--- config.mk ---
export PLATFORM = sky130hd
export DESIGN_NAME = fp_addsub_scheduler
export DESIGN_NICKNAME = d
export VERILOG_FILES = /design/src/rtl/fp_pkg.sv /design/src/rtl/rr_arbiter2.sv /design/src/rtl/fp_addsub_scheduler.sv
export SDC_FILE = /design/constraint.sdc
export NUM_CORES = 1
export LEC_CHECK = 0
export CELL_PAD_IN_SITES_DETAIL_PLACEMENT = 1
export CELL_PAD_IN_SITES_GLOBAL_PLACEMENT = 2
export CORE_MARGIN = 3
export CORE_UTILIZATION = 24
export CTS_CLUSTER_SIZE = 16
export DETAILED_ROUTE_END_ITERATION = 8
export PLACE_DENSITY_LB_ADDON = 0.1
export SLEW_MARGIN = 15
export SYNTH_ARGS = -nofsm -noshare
export SYNTH_HDL_FRONTEND = slang
export SYNTH_HIERARCHICAL = 1
export SYNTH_SLANG_ARGS = --single-unit
--- constraint.sdc ---
create_clock -name clk -period 8.9 [get_ports clk]
set_clock_uncertainty 0.05 [all_clocks]
set_input_delay 2.67 -clock clk [delete_from_list [all_inputs] [get_ports clk]]
set_output_delay 2.67 -clock clk [all_outputs]
set_load 0.05 [all_outputs]
--- src/rtl/fp_pkg.sv ---
// rtl/fp_pkg.sv - shared constants and FSM encoding for the FP32 add/sub scheduler
package fp_pkg;

  localparam int W_FP = 32;
  localparam int NREQ = 2;

  typedef enum logic [2:0] {
    S_IDLE    = 3'd0,
    S_UNPACK  = 3'd1,
    S_ALIGN   = 3'd2,
    S_ADD     = 3'd3,
    S_NORM    = 3'd4,
    S_CAPTURE = 3'd5,
    S_RESP    = 3'd6
  } state_t;

  localparam logic [3:0] STAGE_NONE   = 4'b0000;
  localparam logic [3:0] STAGE_UNPACK = 4'b0001;
  localparam logic [3:0] STAGE_ALIGN  = 4'b0010;
  localparam logic [3:0] STAGE_ADD    = 4'b0100;
  localparam logic [3:0] STAGE_NORM   = 4'b1000;

  localparam logic [W_FP-1:0] FP_ZERO = 32'h0000_0000;
  localparam logic [W_FP-1:0] QNAN    = 32'h7FC0_0000;

endpackage

--- src/rtl/rr_arbiter2.sv ---
// rtl/rr_arbiter2.sv - two-way round-robin grant; ptr picks the winner only on contention
module rr_arbiter2 (
  input  logic [1:0] req_i,
  input  logic       ptr_i,
  output logic [1:0] gnt_o
);

  always_comb begin
    gnt_o = 2'b00;
    if (req_i == 2'b11) begin
      gnt_o = ptr_i ? 2'b10 : 2'b01;
    end else begin
      gnt_o = req_i;
    end
  end

endmodule

--- src/rtl/fp_addsub_scheduler.sv ---
// rtl/fp_addsub_scheduler.sv - shares one staged FP32 add/sub datapath between two requesters
module fp_addsub_scheduler
  import fp_pkg::*;
#(
  parameter int W = W_FP
) (
  input  logic              clk,
  input  logic              reset,
  input  logic [NREQ-1:0]   req_valid,
  output logic [NREQ-1:0]   req_ready,
  input  logic [2*W-1:0]    req_a,
  input  logic [2*W-1:0]    req_b,
  input  logic [NREQ-1:0]   req_op,
  output logic [NREQ-1:0]   rsp_valid,
  input  logic [NREQ-1:0]   rsp_ready,
  output logic [W-1:0]      rsp_data,
  output logic [W-1:0]      dp_a,
  output logic [W-1:0]      dp_b,
  output logic              dp_op,
  output logic [3:0]        dp_stage_en,
  input  logic              dp_special,
  input  logic [W-1:0]      dp_result
);

  state_t         state_q, state_d;
  logic           gnt_q, gnt_d;
  logic           rr_q, rr_d;
  logic           op_q, op_d;
  logic [W-1:0]   a_q, a_d, b_q, b_d, data_q, data_d;
  logic [1:0]     arb_gnt;
  logic           accept;
  logic           gnt_idx;

  rr_arbiter2 u_arb (
    .req_i (req_valid),
    .ptr_i (rr_q),
    .gnt_o (arb_gnt)
  );

  // Grant is a subset of valid, so any ready bit is a completed handshake.
  assign req_ready = (state_q == S_IDLE && !reset) ? arb_gnt : 2'b00;
  assign accept    = |req_ready;
  assign gnt_idx   = arb_gnt[1];

  always_ff @(posedge clk or posedge reset) begin
    if (reset) begin
      state_q <= S_IDLE;
      gnt_q   <= 1'b0;
      rr_q    <= 1'b0;
      op_q    <= 1'b0;
      a_q     <= FP_ZERO;
      b_q     <= FP_ZERO;
      data_q  <= FP_ZERO;
    end else begin
      state_q <= state_d;
      gnt_q   <= gnt_d;
      rr_q    <= rr_d;
      op_q    <= op_d;
      a_q     <= a_d;
      b_q     <= b_d;
      data_q  <= data_d;
    end
  end

  always_comb begin
    state_d = state_q;
    unique case (state_q)
      S_IDLE:    if (accept) state_d = S_UNPACK;
      S_UNPACK:  state_d = dp_special ? S_CAPTURE : S_ALIGN;
      S_ALIGN:   state_d = S_ADD;
      S_ADD:     state_d = S_NORM;
      S_NORM:    state_d = S_CAPTURE;
      S_CAPTURE: state_d = S_RESP;
      S_RESP:    if (rsp_ready[gnt_q]) state_d = S_IDLE;
      default:   state_d = S_IDLE;
    endcase
  end

  always_comb begin
    a_d    = a_q;
    b_d    = b_q;
    op_d   = op_q;
    gnt_d  = gnt_q;
    rr_d   = rr_q;
    data_d = data_q;
    if (accept) begin
      a_d   = gnt_idx ? req_a[2*W-1:W] : req_a[W-1:0];
      b_d   = gnt_idx ? req_b[2*W-1:W] : req_b[W-1:0];
      op_d  = req_op[gnt_idx];
      gnt_d = gnt_idx;
      rr_d  = ~gnt_idx;
    end
    if (state_q == S_CAPTURE) data_d = dp_result;
  end

  always_comb begin
    dp_stage_en = STAGE_NONE;
    rsp_valid   = 2'b00;
    unique case (state_q)
      S_UNPACK: dp_stage_en = STAGE_UNPACK;
      S_ALIGN:  dp_stage_en = STAGE_ALIGN;
      S_ADD:    dp_stage_en = STAGE_ADD;
      S_NORM:   dp_stage_en = STAGE_NORM;
      S_RESP:   rsp_valid[gnt_q] = 1'b1;
      default:  ;
    endcase
  end

  assign dp_a     = a_q;
  assign dp_b     = b_q;
  assign dp_op    = op_q;
  assign rsp_data = data_q;

endmodule

==> flow_metrics.env, run 1 <==
export IMPL_status="complete, no violations"
export IMPL_overflow=0
export IMPL_clkSinkCount=102
export IMPL_ys_warn_count=6
export IMPL_layout_nets=844
export IMPL_start_util_pct=24.8
export IMPL_slowest_delay_ps=830
export IMPL_grt_max_degree=68
export IMPL_yosysTopAreaCell="dfrtp_1"
export IMPL_dp_slack_ps=1230
export IMPL_n_fill_cell=2162
export IMPL_rsz0062_at_grt="false"
export IMPL_num_antenna_cells=0
export IMPL_layoutNonFillerInstCount=945
export IMPL_ys_seq_area_share_pct=51.8
export IMPL_synth_fp_nets=594
export IMPL_grt_pass1_wl_mm=28.0
export IMPL_area_delta_synth_final_pct=65.5
export IMPL_worst_path_buf_inv=3
export IMPL_utilization_pct=41.1
export IMPL_worst_slack_ps=1250
export IMPL_wirelength_mm=18.1
export IMPL_drtAntennaViolNets=0
export IMPL_cpLargestDelayFamily="buffers and inverters"
export IMPL_fin_tns_setup_ps=0
export IMPL_hold_path_class="reg2reg"
export IMPL_dieArea_sq_um=22300
export IMPL_dpl_cell_count=929
export IMPL_layout_cells_most_common="clkdlybuf4s50_1"
export IMPL_cts_htree_levels=3
export IMPL_routabilityCongestion=0.777
export IMPL_worstPathMaxFanout=39
export IMPL_worst_ep_arrival_time_ps=4930
export IMPL_grt_pass1_vias=4897
export IMPL_wl_per_cell_microns=19.2
export IMPL_maxCapViolations=0
export IMPL_netlist_area_sq_um=4930
export IMPL_viasPerCell=4.76
export IMPL_die_h_microns=149
export IMPL_relSlewSlack_pct=44.2
export IMPL_ios=274
export IMPL_clk_path_buf_depth=2
export IMPL_required_ps=6180
export IMPL_synth_seq_cells=102
export IMPL_clk_latency_ps=340
export IMPL_num_vias=4498
export IMPL_fp_dieW_microns=149
export IMPL_antenna_found_initial=0
export IMPL_place_hpwl_mm=13.0
export IMPL_tightest_slew_ps=835
export IMPL_grt_usage_pct=16.0
export IMPL_critPathKind="in2out"
export IMPL_final_area_sq_um=8160
export IMPL_path_clk_slew_ps=70
export IMPL_synth_top_area_share_pct=51.8
export IMPL_root_buffer="clkbuf_16"
export IMPL_critPathSlowestCell="clkdlybuf4s50_1"
export IMPL_yosysUniqueCellTypes=33
export IMPL_post_cts_resized=0
export IMPL_cts_buffers_inserted=9
export IMPL_drc_errors=0
export IMPL_core_sq_um=19800
export IMPL_startpoint_type="primary input"
export IMPL_crit_chain="clkdlybuf4s50_1, nor4_4, buf_4, and2_1, clkdlybuf4s50_1"
export IMPL_syn_area_per_cell_sq_um=11.6
export IMPL_netlist_instances=425
export IMPL_layout_common_cells="clkdlybuf4s50_1, dfrtp_1, a21oi_1, mux2_2, and3b_1"
export IMPL_drive_above_1_share_pct=10.7
export IMPL_hold_buffers=0
export IMPL_drt_iter0_markers=142
export IMPL_synthTopCellsByArea="dfrtp_1, mux2_2, and3b_1"
export IMPL_cp_end_kind="primary output"
export IMPL_final_max_slew_viol_count=0
export IMPL_finalCriticalPeriod_ps=7650
export IMPL_cp_common_cell="clkdlybuf4s50_1"
export IMPL_powerDensity_nw_per_um2=367
export IMPL_post_cts_buffers=0
export IMPL_rows=51
export IMPL_detail_route_first_pass_iterations=4
export IMPL_placed_area_sq_um=7850
export IMPL_cts_tree="built"
export IMPL_hold_viol_final=0
export IMPL_port_buffers=273
export IMPL_fmax_mhz=131
export IMPL_power_leakage_nw=3.30
export IMPL_ir_drop_uv=212
export IMPL_setup_viol=0
export IMPL_period_share_pct=85.9
layer usage:
layer  global-route usage [%]  share of wire [%]  vias up
met5                        0                  0        -
met4                     5.45                2.1        0
met3                     6.05                9.3       22
met2                     25.8                 47      187
met1                     19.7                 41     2197
li1                         -                  -     2092
stage by stage:
step	hold slack, ps	total power, mW
2_1_floorplan	434	1.98
3_3_place_gp	422	2.59
3_5_place_dp	423	2.61
4_1_cts	445	3.05
5_1_grt	456	3.17
6_report	437	3.00
flip-flops by register name (all words and copies together), names as in the netlist:
name	flops
dp_a	32
dp_b	32
dp_op	1
gnt_q	1
rr_q	1
rsp_data	32
state_q	3
kinds of logic (layout without fill, tap and decap cells):
kind of cell / after synthesis / after routing / synth area share, %
compound gates: 124 / 124 / 18.1
mux: 48 / 48 / 10.6
flops: 102 / 102 / 51.8
buf+inv: 45 / 300 / 5.10
simple gates: 106 / 106 / 14.4
path summary, 6_finish.rpt:
path / from / to / slack, ps / cells past startpoint
hold reg to reg: dp_b[7]$_DFFE_PP0P_ / dp_b[7]$_DFFE_PP0P_ / 440 / 1
min in group asynchronous: reset / state_q[2]$_DFFE_PP0P_ / 2800 / 2
max in group asynchronous: reset / dp_b[0]$_DFFE_PP0P_ / 4760 / 3
setup reg to reg: rr_q$_DFFE_PP0P_ / dp_a[26]$_DFFE_PP0P_ / 6210 / 7
setup / recovery: reset / req_ready[1] / 1250 / 5
hold / removal: dp_b[7]$_DFFE_PP0P_ / dp_b[7]$_DFFE_PP0P_ / 440 / 1
cell type report:
| cell class | instances | area [sq um] | share of cell area, % |
|---|---|---|---|
| Clock buffer | 9 | 225 | 2.76 |
| Clock inverter | 7 | 80.1 | 0.982 |
| Inverter | 4 | 17.5 | 0.215 |
| Multi-Input combinational cell | 278 | 2170 | 26.5 |
| Sequential cell | 102 | 2550 | 31.3 |
| Tap cell | 265 | 332 | 4.06 |
| Timing Repair Buffer | 280 | 2790 | 34.1 |
report_power, final:
part | switching (mW) | internal [mW] | total, mW | leakage [nW]
combinational | 1.13 | 0.645 | 1.77 | 1.94
sequential | 0.139 | 0.673 | 0.812 | 1.21
clock | 0.189 | 0.222 | 0.411 | 0.148
total | 1.46 | 1.54 | 3.00 | 3.30
synth_stat cells, drive strengths merged:
cell     instances
dfrtp          102
o2bb2ai         33
nand2b           1
mux2            33
nor4             1
clkbuf          23
o21ai           33
mux2i           15
a22oi            1
nand2           21
o221ai           1
nand3           21
nor2             4
or4              1
and3             2
a21o             1
nor3             1
o21bai           1
a32oi           18
and3b           32
a21oi           34
nand4b          15
buf             18
and2             3
nor2b            3
a21boi           2
and2b            1
inv              4
No activity file was read; power rests on OpenSTA's default activity.
==> inputs of run 2 (changes only) <==
--- a/config.mk
+++ b/config.mk
@@ -5,6 +5,7 @@
 export SDC_FILE = /design/constraint.sdc
 export NUM_CORES = 1
 export LEC_CHECK = 0
+export CAP_MARGIN = 40
 export CELL_PAD_IN_SITES_DETAIL_PLACEMENT = 1
 export CELL_PAD_IN_SITES_GLOBAL_PLACEMENT = 2
 export CORE_MARGIN = 3
==> run 2 against run 1 <==
  * Worst setup slack lost 11 ps
  * Maximum frequency shrank 0.15%
  * Critical endpoint unchanged
  * Flip-flop and latch count unchanged
  * Register-to-register slack worse by 20 ps
  * Clock power hardly changed
  * Count of clock-buffer cells in the layout grew 1
  * Highest routed layer unchanged
  * Sequential power about the same
  * Power decreased by 0.12%
  * Combinational power about the same
  * Via count is 0.42% lower
  * Core utilization is 0.11 points higher
  * First-iteration DRC count shrank 1.4%
  * Largest cell class unchanged
==> flow_metrics.env, run 2 (same netlist as run 1, synthesis figures left out) <==
export IMPL_status="complete, no violations"
export IMPL_grt_usage_pct=15.8
export IMPL_antenna_found_initial=0
export IMPL_overflow=0
export IMPL_drtAntennaViolNets=0
export IMPL_layout_cells_most_common="clkdlybuf4s50_1"
export IMPL_fmax_mhz=131
export IMPL_clk_path_buf_depth=2
export IMPL_dieArea_sq_um=22300
export IMPL_worstPathMaxFanout=39
export IMPL_layout_nets=845
export IMPL_layout_common_cells="clkdlybuf4s50_1, dfrtp_1, a21oi_1, mux2_2, and3b_1"
export IMPL_fin_tns_setup_ps=0
export IMPL_utilization_pct=41.2
export IMPL_port_buffers=273
export IMPL_hold_depth=1
export IMPL_drc_errors=0
export IMPL_finalCriticalPeriod_ps=7660
export IMPL_ios=274
export IMPL_maxCapViolations=0
export IMPL_place_hpwl_mm=13.2
export IMPL_crit_chain="clkdlybuf4s50_1, nor4_4, buf_4, and2_1, clkdlybuf4s50_1"
export IMPL_cts_tree="built"
export IMPL_worst_ep_arrival_time_ps=4940
export IMPL_core_sq_um=19800
export IMPL_ff2ff_path_depth=7
export IMPL_drive_above_1_share_pct=10.9
export IMPL_hold_path_class="reg2reg"
export IMPL_num_antenna_cells=0
export IMPL_hold_path_startpoint="dp_b[29]$_DFFE_PP0P_"
export IMPL_setup_viol=0
export IMPL_critPathSlowestCell="clkdlybuf4s50_1"
export IMPL_start_util_pct=24.8
export IMPL_period_share_pct=86.1
export IMPL_area_delta_synth_final_pct=66.0
export IMPL_hold_buffers=0
export IMPL_detail_route_first_pass_iterations=4
export IMPL_rows=51
export IMPL_required_ps=6180
export IMPL_wirelength_mm=18.0
export IMPL_final_max_slew_viol_count=0
export IMPL_clkSinkCount=102
export IMPL_hold_viol_final=0
export IMPL_grt_pass1_vias=4892
export IMPL_critPathKind="in2out"
export IMPL_relSlewSlack_pct=43.6
export IMPL_num_vias=4479
export IMPL_worst_r2r_endpoint="dp_a[31]$_DFFE_PP0P_"
export IMPL_startpoint_type="primary input"
export IMPL_power_leakage_nw=3.31
export IMPL_grt_pass1_wl_mm=27.9
export IMPL_die_h_microns=149
export IMPL_cts_htree_levels=3
export IMPL_post_cts_resized=0
export IMPL_fp_dieW_microns=149
export IMPL_powerDensity_nw_per_um2=366
export IMPL_r2r_slack_ps=6190
export IMPL_routabilityCongestion=0.777
export IMPL_post_cts_buffers=0
export IMPL_wl_per_cell_microns=19.1
export IMPL_rr_startpoint="rr_q$_DFFE_PP0P_"
export IMPL_slowest_delay_ps=830
export IMPL_drt_iter0_markers=140
export IMPL_tightest_slew_ps=844
export IMPL_cts_buffers_inserted=9
export IMPL_root_buffer="clkbuf_16"
export IMPL_rsz0062_at_grt="false"
export IMPL_clk_latency_ps=340
export IMPL_grt_max_degree=68
export IMPL_cp_common_cell="clkdlybuf4s50_1"
export IMPL_cp_end_kind="primary output"
export IMPL_fin_hold_ws_ps=439
export IMPL_path_clk_slew_ps=70
export IMPL_ir_drop_uv=208
export IMPL_holdPathEnd="dp_b[29]$_DFFE_PP0P_"
export IMPL_viasPerCell=4.73
## run 2: cell count changes in the layout (fill, tap and decap cells not counted)
cell / delta
inv_6: -1
clkinv_4: +1
inv_8: -1
clkbuf_8: +1
buf_12: +1
## run 2: worst max path at each step
stage,startpoint,end,slack [ps],depth (start not counted)
floorplan,req_valid[0],req_ready[0],2490,4
global placement,reset,req_ready[1],1250,5
detailed placement,reset,req_ready[1],1210,5
CTS,reset,req_ready[1],1200,5
global route,reset,req_ready[1],1070,5
finish,reset,req_ready[1],1240,5
## run 2: critical path: cells and delay by family
kind          cells  cell delay (ps)
buf+inv           3             1790
simple gates      2              470
## run 2: metal layers
layer | routed length [microns] | track usage [%] | part of all wire [%] | vias to the layer above
met5 | 0 | 0 | 0 | -
met4 | 357 | 5.22 | 2.0 | 0
met3 | 1820 | 6.47 | 10 | 21
met2 | 8560 | 25.8 | 47 | 192
met1 | 7300 | 19.1 | 40 | 2172
li1 | - | - | - | 2094
## run 2: metrics by stage
step / power, mW / cells / cell area (sq um) / setup slack, ps
after floorplan: 1.98 / 425 / 4930 / 2490
after global placement: 2.59 / 929 / 7850 / 1250
after detailed placement: 2.61 / 930 / 7870 / 1210
after CTS: 3.05 / 946 / 8180 / 1200
after global routing: 3.16 / 946 / 8180 / 1070
final: 2.99 / 946 / 8180 / 1240
## run 2: final cells by class
type	instances	area, sq um
multi-input combinational	278	2170
inverter	4	17.5
clock inverter	6	68.8
tap	265	332
clock buffer	10	239
timing repair buffer	281	2810
sequential	102	2550
fill	2152	11700
## run 2: report_power, final
| part | switching [mW] | internal (mW) |
|---|---|---|
| Sequential | 0.137 | 0.673 |
| Clock | 0.180 | 0.227 |
| Combinational | 1.13 | 0.646 |
| Total | 1.45 | 1.55 |
